===== src/rtl/us_ranger_pkg.sv =====
// Shared types and constants for the us_ranger_mc ultrasonic ranging controller.
// Timing defaults assume a 50 MHz clock and HC-SR04-class sensors.
package us_ranger_pkg;

  typedef enum logic [2:0] {
    IDLE,
    TRIG,
    WAIT_RISE,
    MEASURE,
    HOLD
  } state_e;

  localparam int DEF_NUM_CH         = 2;
  localparam int DEF_DIST_W         = 9;
  localparam int DEF_TRIG_CYCLES    = 500;
  localparam int DEF_SLOT_CYCLES    = 3_000_000;
  localparam int DEF_TIMEOUT_CYCLES = 1_900_000;
  localparam int DEF_CYCLES_PER_CM  = 2900;

  // Bits needed to hold 0..n-1, never less than one.
  function automatic int clog2(input int n);
    int w;
    w = 1;
    while ((1 << w) < n) w++;
    return w;
  endfunction

endpackage


===== src/rtl/us_ranger_mc_echo_sync.sv =====
// Two-flop synchronizer for the raw echo lines plus rise/fall detection
// on the synchronized level (one extra history flop per channel).
module echo_sync #(
  parameter int WIDTH = 2
) (
  input  logic             clock,
  input  logic             reset,
  input  logic [WIDTH-1:0] echo_raw,
  output logic [WIDTH-1:0] rise,
  output logic [WIDTH-1:0] fall
);

  logic [WIDTH-1:0] meta_q;
  logic [WIDTH-1:0] sync_q;
  logic [WIDTH-1:0] prev_q;

  // NOTE: non-blocking assignments make the three stages shift by one per clock instead of collapsing into one.
  always_ff @(posedge clock or posedge reset) begin
    if (reset) begin
      meta_q <= '0;
      sync_q <= '0;
      prev_q <= '0;
    end else begin
      meta_q <= echo_raw;
      sync_q <= meta_q;
      prev_q <= sync_q;
    end
  end

  assign rise = sync_q & ~prev_q;
  assign fall = ~sync_q & prev_q;

endmodule


===== src/rtl/us_ranger_mc.sv =====
// Round-robin multi-channel ultrasonic ranger: triggers one sensor per slot,
// times its echo in whole cm, holds per-channel results. Option: US_RANGER_NEAREST_EN.
module us_ranger_mc
  import us_ranger_pkg::*;
#(
  parameter int NUM_CH         = DEF_NUM_CH,
  parameter int DIST_W         = DEF_DIST_W,
  parameter int TRIG_CYCLES    = DEF_TRIG_CYCLES,
  parameter int SLOT_CYCLES    = DEF_SLOT_CYCLES,
  parameter int TIMEOUT_CYCLES = DEF_TIMEOUT_CYCLES,
  parameter int CYCLES_PER_CM  = DEF_CYCLES_PER_CM
) (
  input  logic                       clock,
  input  logic                       reset,
  input  logic                       enable,
  input  logic [NUM_CH-1:0]          echo,
  output logic [NUM_CH-1:0]          trig,
  output logic [NUM_CH*DIST_W-1:0]   distance,
  output logic [NUM_CH-1:0]          timeout,
  output logic                       dist_valid,
  output logic [clog2(NUM_CH)-1:0]   dist_ch
`ifdef US_RANGER_NEAREST_EN
  ,
  output logic [DIST_W-1:0]          nearest_dist,
  output logic [clog2(NUM_CH)-1:0]   nearest_ch
`endif
);

  localparam int CH_W   = clog2(NUM_CH);
  localparam int SLOT_W = clog2(SLOT_CYCLES);
  localparam int TRIG_W = clog2(TRIG_CYCLES);
  localparam int TO_W   = clog2(TIMEOUT_CYCLES);
  localparam int PRE_W  = clog2(CYCLES_PER_CM);

  localparam logic [CH_W-1:0]   CH_LAST   = CH_W'(NUM_CH - 1);
  localparam logic [SLOT_W-1:0] SLOT_LAST = SLOT_W'(SLOT_CYCLES - 1);
  localparam logic [TRIG_W-1:0] TRIG_LAST = TRIG_W'(TRIG_CYCLES - 1);
  localparam logic [TO_W-1:0]   TO_LAST   = TO_W'(TIMEOUT_CYCLES - 1);
  localparam logic [PRE_W-1:0]  PRE_LAST  = PRE_W'(CYCLES_PER_CM - 1);
  localparam logic [DIST_W-1:0] DIST_MAX  = '1;

  state_e              state_q, state_d;
  logic [CH_W-1:0]     ch_q;
  logic [SLOT_W-1:0]   slot_cnt;
  logic [TRIG_W-1:0]   trig_cnt;
  logic [TO_W-1:0]     to_cnt;
  logic [PRE_W-1:0]    pre_cnt, pre_base, pre_next;
  logic [DIST_W-1:0]   cm_cnt, cm_base, cm_next;
  logic                pre_wrap, capture, cap_timeout;
  logic [NUM_CH-1:0]   echo_rise, echo_fall;
  logic [DIST_W-1:0]   dist_q [NUM_CH];

  echo_sync #(.WIDTH(NUM_CH)) u_echo_sync (
    .clock    (clock),
    .reset    (reset),
    .echo_raw (echo),
    .rise     (echo_rise),
    .fall     (echo_fall)
  );

  wire sel_rise  = echo_rise[ch_q];
  wire sel_fall  = echo_fall[ch_q];
  wire slot_end  = (slot_cnt == SLOT_LAST);
  wire trig_done = (trig_cnt == TRIG_LAST);
  wire to_hit    = (to_cnt == TO_LAST);

  always_ff @(posedge clock or posedge reset) begin
    if (reset) state_q <= IDLE;
    else       state_q <= state_d;
  end

  always_comb begin
    // NOTE: every output gets a default first so no path leaves one unassigned and no latch is inferred.
    state_d     = state_q;
    capture     = 1'b0;
    cap_timeout = 1'b0;
    trig        = '0;
    // The rising-edge cycle counts as the first echo-high clock.
    pre_base = (state_q == MEASURE) ? pre_cnt : '0;
    cm_base  = (state_q == MEASURE) ? cm_cnt : '0;
    pre_wrap = (pre_base == PRE_LAST);
    pre_next = pre_wrap ? '0 : pre_base + 1'b1;
    cm_next  = (pre_wrap && cm_base != DIST_MAX) ? cm_base + 1'b1 : cm_base;
    unique case (state_q)
      IDLE: if (enable) state_d = TRIG;
      TRIG: begin
        trig[ch_q] = 1'b1;
        if (trig_done) state_d = WAIT_RISE;
      end
      WAIT_RISE: begin
        if (to_hit) begin
          capture = 1'b1; cap_timeout = 1'b1; state_d = HOLD;
        end else if (sel_rise) begin
          state_d = MEASURE;
        end
      end
      MEASURE: begin
        if (to_hit) begin
          capture = 1'b1; cap_timeout = 1'b1; state_d = HOLD;
        end else if (sel_fall) begin
          capture = 1'b1; state_d = HOLD;
        end
      end
      HOLD: if (slot_end) state_d = enable ? TRIG : IDLE;
      default: state_d = IDLE;
    endcase
  end

  always_ff @(posedge clock or posedge reset) begin
    if (reset) begin
      ch_q     <= '0;
      slot_cnt <= '0;
      trig_cnt <= '0;
      to_cnt   <= '0;
      pre_cnt  <= '0;
      cm_cnt   <= '0;
    end else begin
      if (state_q == IDLE || (state_q == HOLD && slot_end)) slot_cnt <= '0;
      else if (!slot_end)                                   slot_cnt <= slot_cnt + 1'b1;
      trig_cnt <= (state_q == TRIG) ? trig_cnt + 1'b1 : '0;
      to_cnt   <= (state_q == WAIT_RISE || state_q == MEASURE) ? to_cnt + 1'b1 : '0;
      if ((state_q == WAIT_RISE && sel_rise) || (state_q == MEASURE && !sel_fall)) begin
        pre_cnt <= pre_next;
        cm_cnt  <= cm_next;
      end
      if (state_q == HOLD && slot_end) ch_q <= (ch_q == CH_LAST) ? '0 : ch_q + 1'b1;
    end
  end

  // NOTE: the per-channel results are a small flop bank, not a RAM, so they take the async reset like any other state.
  always_ff @(posedge clock or posedge reset) begin
    if (reset) begin
      for (int i = 0; i < NUM_CH; i++) dist_q[i] <= '0;
      timeout    <= '0;
      dist_valid <= 1'b0;
      dist_ch    <= '0;
    end else begin
      dist_valid <= capture;
      if (capture) begin
        dist_q[ch_q]  <= cap_timeout ? DIST_MAX : cm_cnt;
        timeout[ch_q] <= cap_timeout;
        dist_ch       <= ch_q;
      end
    end
  end

  for (genvar k = 0; k < NUM_CH; k++) begin : g_pack
    assign distance[k*DIST_W +: DIST_W] = dist_q[k];
  end

`ifdef US_RANGER_NEAREST_EN
  logic [DIST_W-1:0] best_d;
  logic [CH_W-1:0]   best_c;
  logic              found;

  // Strict less-than while scanning upward keeps ties on the lowest index.
  always_comb begin
    best_d = DIST_MAX;
    best_c = '0;
    found  = 1'b0;
    for (int i = 0; i < NUM_CH; i++) begin
      if (!timeout[i] && (!found || dist_q[i] < best_d)) begin
        best_d = dist_q[i];
        best_c = CH_W'(i);
        found  = 1'b1;
      end
    end
  end

  always_ff @(posedge clock or posedge reset) begin
    if (reset) begin
      nearest_dist <= '0;
      nearest_ch   <= '0;
    end else if (dist_valid) begin
      nearest_dist <= best_d;
      nearest_ch   <= best_c;
    end
  end
`endif

`ifndef SYNTHESIS
  param_ok: assert property (@(posedge clock) (TRIG_CYCLES + TIMEOUT_CYCLES + 4 < SLOT_CYCLES));
`endif

endmodule

===== config.mk =====
export PLATFORM = sky130hd
export DESIGN_NAME = us_ranger_mc
export DESIGN_NICKNAME = d
export VERILOG_FILES = /design/src/rtl/us_ranger_pkg.sv /design/src/rtl/us_ranger_mc_echo_sync.sv /design/src/rtl/us_ranger_mc.sv
export SDC_FILE = /design/constraint.sdc
export NUM_CORES = 1
export LEC_CHECK = 0
export CAP_MARGIN = 15
export CORE_MARGIN = 2
export CORE_UTILIZATION = 30
export CTS_CLUSTER_DIAMETER = 150
export DETAILED_ROUTE_END_ITERATION = 7
export PLACE_DENSITY_LB_ADDON = 0.3
export SLEW_MARGIN = 20
export SYNTH_ARGS = -nofsm -noshare
export SYNTH_HDL_FRONTEND = slang
export SYNTH_SLANG_ARGS = --single-unit

===== constraint.sdc =====
create_clock -name clock -period 7.8 [get_ports clock]
set_input_delay 1.95 -clock clock [delete_from_list [all_inputs] [get_ports clock]]
set_output_delay 1.95 -clock clock [all_outputs]
set_load 0.01 [all_outputs]

==> results of run 1 <==
per-layer routing:
layer  track usage [%]  vias up
met4              5.56        0
met1              17.4     1922
met2              21.5       60
met5                 0        -
met3              2.65       19
li1                  -     1855
path summary, 6_finish.rpt:
path	end	slack, ps	cells past startpoint
setup / recovery	trig[1]	3540	3
hold / removal	u_echo_sync.sync_q[0]$_DFF_PP0_	350	0
setup reg to reg	cm_cnt[5]$_DFFE_PP0P_	4530	8
hold reg to reg	u_echo_sync.sync_q[0]$_DFF_PP0_	350	0
max in group asynchronous	slot_cnt[21]$_DFFE_PP0P_	4580	3
min in group asynchronous	dist_ch$_DFFE_PP0P_	1940	2
worst reg2reg max path, delay by kind of cell, from the launching register on:
kind / cells / cell delay (ps)
flip-flops: 1 / 650
AND/OR/NAND/NOR: 5 / 1470
adder cells (fa/ha/maj): 1 / 250
AO/OA/AOI/OAI: 1 / 630
XOR/XNOR: 1 / 180
sequential cells by signal (all words and copies together) (netlist names):
signal	count
dist_ch	1
slot_cnt	22
timeout	2
cm_cnt	9
u_echo_sync.prev_q	2
distance	18
trig_cnt	9
dist_valid	1
to_cnt	21
pre_cnt	12
u_echo_sync.meta_q	2
state_q	3
ch_q	1
u_echo_sync.sync_q	2
layout by cell type, fill, tap and decap left out, types with 4 or more instances in the layout:
cell / instances
nand2b_1: 4
dfrtp_1: 105
nand4_1: 18
inv_1: 18
clkbuf_16: 9
and4_1: 6
nor3_1: 14
o21ai_0: 21
and3_1: 10
a21oi_1: 15
nand2_1: 31
ha_1: 6
or3_1: 13
o22a_1: 18
nor2_1: 65
nor4_1: 8
xor2_1: 20
xnor2_1: 26
nand3_1: 29
clkdlybuf4s50_1: 28
and2_1: 8
power groups by stage:
stage	Combinational, uW	Clock, uW	Sequential (uW)
after floorplan	239	0	656
after global placement	331	0	671
after CTS	340	440	663
after global routing	376	464	674
final	335	426	665
after detailed placement	339	0	673
layout make-up:
cell class	instances	share of cell area (%)
flip-flops and latches	105	45.0
multi-input cells	365	39.2
repair buffers	29	4.93
well taps	220	4.71
clock buffers	10	4.09
inverters	20	1.33
clock inverters	5	0.707
cell families (layout without fill, tap and decap cells):
logic type / Yosys count / after routing / share of synthesized area, %
simple gates: 227 / 227 / 23.5
fa+ha+maj: 6 / 6 / 1.48
xor+xnor: 46 / 46 / 7.96
flops: 105 / 105 / 51.9
buf+inv: 37 / 64 / 2.82
mux: 2 / 2 / 0.395
compound gates: 84 / 84 / 11.9
per-stage QoR:
| step | hold slack (ps) | utilization (%) | setup WS, ps | cells |
|---|---|---|---|---|
| final | 353 | 35.3 | 3540 | 754 |
| after detailed placement | 340 | 33.6 | 3910 | 739 |
| after global placement | 337 | 33.6 | 3900 | 739 |
| after global routing | 357 | 35.3 | 3380 | 754 |
| after floorplan | 331 | - | 3090 | 507 |
| after CTS | 356 | 35.3 | 3500 | 754 |
==> results.md, run 1 <==
* Max Slew Vio Count at 0
* Largest cells by area after synthesis: dfrtp_1 (52%), nor2_1 (4.8%), xnor2_1 (4.5%), xor2_1 (3.5%), o22a_1 (3.1%)
* Post-synth EDFFs at 0
* Final Hold Viols at 0
* Syn nets at 518
* Row count at 47
* Part of the power in registers at 46.6%
* Clk sinks at 105
* Syn avg cell area at 9.98 um^2
* Synth async-reset ratio at 100%
* Top FF cell, synth: dfrtp_1
* Latest clock arrival within the worst-skew pair at 350 ps
* Largest net degree at the start of global routing at 76
* Detailed-route DRC error count at 0
* Max transition margin at 37.3%
* Initial antenna violation count at 0
* First-pass GRT wire length at 19300 um
* First-pass DRT Iterations at 4
* All-Layer GR Usage at 13.3%
* Worst-path fanout max at 18
* Layout cell share with drive strength beyond 1 at 5.24%
* Switch share at 32.5%
* Area occupied by multi-input gates at 0.00229 mm^2
* Vias post-DR at 3856
* Ant diodes at 0
* Worst setup path startpoint: state_q[0]$_DFFE_PP0P_
* Worst Setup Path Type: flip-flop to output port
* Clk_skew at 8.17 ps
* Post-Syn Instances at 507
* DR WL met2 at 5160 um
* Vert. Die Dim at 134 um
* Mapped Area at 0.00506 mm^2
* Setup TNS at 0 ps
* Slew @ Worst Pin at 940 ps
* Dominant cell type by area after synthesis: dfrtp_1
* Clk pwr share at 29.9%
* Yosys top cell area share at 51.9%
* Io pins at 29
* Final Setup Violations at 0
* Metal3 WL at 364 um
* Total congestion overflow at 0
* Initial DRC Count at 273
* Initial Util at 30.6%
* Number of global-route vias before repair at 3967
* Post-CTS Hold Fix Bufs at 0
* Worst Path Required at 5850 ps
* Max VDD drop at 0.000111 V
* RSZ-0062 raised after global routing: false
* CP top delay family: simple AND/OR/NAND/NOR gates
* DR top layer: met4
* Peak Freq at 234 MHz
* Yosys warnings at 0
* Synth Register Bits at 105
* Sequential fraction of the synthesis area at 51.9%
* Arrival time of the worst setup path at 2310 ps
* CTS Root Cell: clkbuf_16
* Cts repair resizes at 0
* Top-count cell post-synth: dfrtp_1
* Min-delay src: u_echo_sync.meta_q[0]$_DFF_PP0_
* Final Total Pwr at 1430 uW
* CTS Buf Count at 9
* Post-layout instance area at 0.00584 mm^2
* Crit-path cells: nand3_1 > nor2_1 > clkdlybuf4s50_1
* Hold Crit Class: flip-flop to flip-flop
* CP max stage delay at 650 ps
* Die area at 0.0179 mm^2
* CTS clk-pin slew, worst paths at 70 ps
* # nets final at 541
* Critical Path Sink Type: output port
* Final ANT Viol Nets at 0
* Max-Cap Viols at 0
* Pwr dens at 244 mW/mm^2
* DR WL/cell at 14.6 um
* Fin crit share at 54.7%
* Logic pwr share at 23.5%
* Post-synth top cells: dfrtp_1 (105), nor2_1 (65), nand2_1 (31)
* Worst Path Buf+Inv at 1
* Clock buffer depth at 2
* CTS tree: built
* Reg-to-reg critical path startpoint: state_q[0]$_DFFE_PP0P_
* Post-CTS setup buffers at 0
* CP max-delay cell: dfrtp_1
* Port-buffer cells at 28
* H-tree depth at 3
* Distinct cell type count after synthesis at 54
* Fill count at 1635
* P_sw at 463 uW
* Pint at 963 uW
* Syn-to-layout area delta at 15.4%
* Dpl cell area at 0.00556 mm^2
* Chip width at 134 um
* Routability cong. at 0.805
* Hpwl dp at 7540 um
* M1 WL at 5300 um
* Final WL at 11000 um
* Core area at 0.0165 mm^2
* Leakage at 0.00235 uW
* Final min period at 4260 ps
* Setup crit start kind: flip-flop
* Register area at 0.00263 mm^2
* Run status: finished clean
* Avg Vias per Cell at 5.11
Power figures use the tool's default switching activity.
==> inputs of run 2 (changes only) <==
Clock period 7.8 ns to 3.6 ns, I/O delays scaled along.
==> results.md, run 2 (synthesis results as in run 1) <==
* First-pass DRT Iterations at 4
* Initial Util at 30.6%
* Max Slew Vio Count at 0
* Final min period at 3140 ps
* Die area at 0.0179 mm^2
* Row count at 47
* Max VDD drop at 0.000308 V
* Number of global-route vias before repair at 3781
* First-pass GRT wire length at 18600 um
* FF-to-FF path depth at 8
* Port-buffer cells at 28
* Clk_skew at 8.21 ps
* Peak Freq at 318 MHz
* Avg Vias per Cell at 5.02
* CTS Root Cell: clkbuf_16
* Hpwl dp at 7330 um
* Worst-path fanout max at 11
* CTS clk-pin slew, worst paths at 80 ps
* Layout cell share with drive strength beyond 1 at 6.30%
* Detailed-route DRC error count at 0
* Critical Path Sink Type: output port
* Cell Count, Final, Fillers Out at 760
* Crit-path cells: inv_1 > nand3_1 > nor2_1 > clkdlybuf4s50_1
* Most frequent cells in the layout: dfrtp_1 (105), nor2_1 (65), nand2_1 (31)
* Leakage at 0.00239 uW
* Cts repair resizes at 0
* Final Hold Viols at 0
* Initial DRC Count at 261
* Io pins at 29
* Setup TNS at 0 ps
* Core area at 0.0165 mm^2
* Placed cells at 744
* # nets final at 546
* H-tree depth at 3
* Syn-to-layout area delta at 16.7%
* Run status: finished clean
* All-Layer GR Usage at 12.7%
* Hold Crit Class: flip-flop to flip-flop
* Max transition margin at 41.1%
* Routability cong. at 0.847
* Chip width at 134 um
* Vias post-DR at 3812
* Initial antenna violation count at 0
* CTS tree: built
* Clock buffer depth at 2
* Clk sinks at 105
* Slew @ Worst Pin at 875 ps
* Total congestion overflow at 0
* Final worst slack at 457 ps
* Final ANT Viol Nets at 0
* DR WL/cell at 14.1 um
* Max-Cap Viols at 0
* Worst Setup Path Type: flip-flop to output port
* Post-CTS Hold Fix Bufs at 0
* Arrival time of the worst setup path at 2240 ps
* CP max stage delay at 570 ps
* Ant diodes at 0
* Core Util, Final at 35.8%
* RSZ-0062 raised after global routing: false
* Largest Register: slot_cnt
* CTS Buf Count at 9
* Worst Path Required at 2700 ps
* Final WL at 10700 um
* Hold Crit Depth at 0
* Post-CTS setup buffers at 0
* CP max-delay cell: clkdlybuf4s50_1
* Commonest non-fill, non-tap cell in the layout: dfrtp_1
* Fin crit share at 87.3%
* Setup crit start kind: flip-flop
* Pwr dens at 536 mW/mm^2
* Final Setup Violations at 0
* Vert. Die Dim at 134 um
* Post-place setup slack at 552 ps
* Largest net degree at the start of global routing at 58
* Max reg flops at 22
* Latest clock arrival within the worst-skew pair at 360 ps
-- run 2: changes by cell type in the layout (fill, tap and decap cells not counted) --
cell,previous run,this run
inv_8,0,2
clkinv_8,0,1
buf_12,0,1
inv_6,1,0
buf_4,1,5
clkbuf_8,1,0
inv_4,1,0
clkinv_4,2,3
-- run 2: worst paths after layout --
path / start / to / slack (ps)
min in group asynchronous: reset / to_cnt[14]$_DFF_PP0_ / 950
max in group asynchronous: reset / slot_cnt[6]$_DFFE_PP0P_ / 1930
worst max register to register: state_q[1]$_DFFE_PP0P_ / cm_cnt[7]$_DFFE_PP0P_ / 530
worst min register to register: u_echo_sync.meta_q[1]$_DFF_PP0_ / u_echo_sync.sync_q[1]$_DFF_PP0_ / 350
worst min-delay path: u_echo_sync.meta_q[1]$_DFF_PP0_ / u_echo_sync.sync_q[1]$_DFF_PP0_ / 350
worst max-delay path: state_q[1]$_DFFE_PP0P_ / trig[0] / 460
-- run 2: through the flow --
step | total power [uW] | hold WS, ps | instance area [um^2]
after global routing | 3350 | 359 | 5910
after floorplan | 1940 | 331 | 5070
after CTS | 3210 | 353 | 5910
final | 3170 | 352 | 5910
after global placement | 2200 | 335 | 5610
after detailed placement | 2220 | 335 | 5610
-- run 2: final cells by class --
class                      count  area [um^2]
clock inverter                 7         72.6
clock buffer                   9          225
sequential                   105         2630
multi-input combinational    365         2290
inverter                      20         78.8
fill                        1653        10600
tap                          220          275
timing repair buffer          34          338
-- run 2: per-layer routing --
| layer | vias up | routed length (um) | global-route usage, % |
|---|---|---|---|
| met1 | 1872 | 5310 | 17.0 |
| li1 | 1870 | - | - |
| met4 | 0 | 212 | 5.67 |
| met5 | - | 0 | 0 |
| met3 | 13 | 346 | 2.53 |
| met2 | 57 | 4880 | 19.9 |
-- run 2: critical path, delay by kind of cell, from the launching register on --
kind                   cells  cell delay (ps)
buffers and inverters      2              770
DFF                        1              500
and+or+nand+nor            2              620
-- run 2: power breakdown --
group          switching, uW  total [uW]  internal, uW
clock network            493         982           489
logic                    451         768           318
registers                118        1420          1300
total                   1060        3170          2110
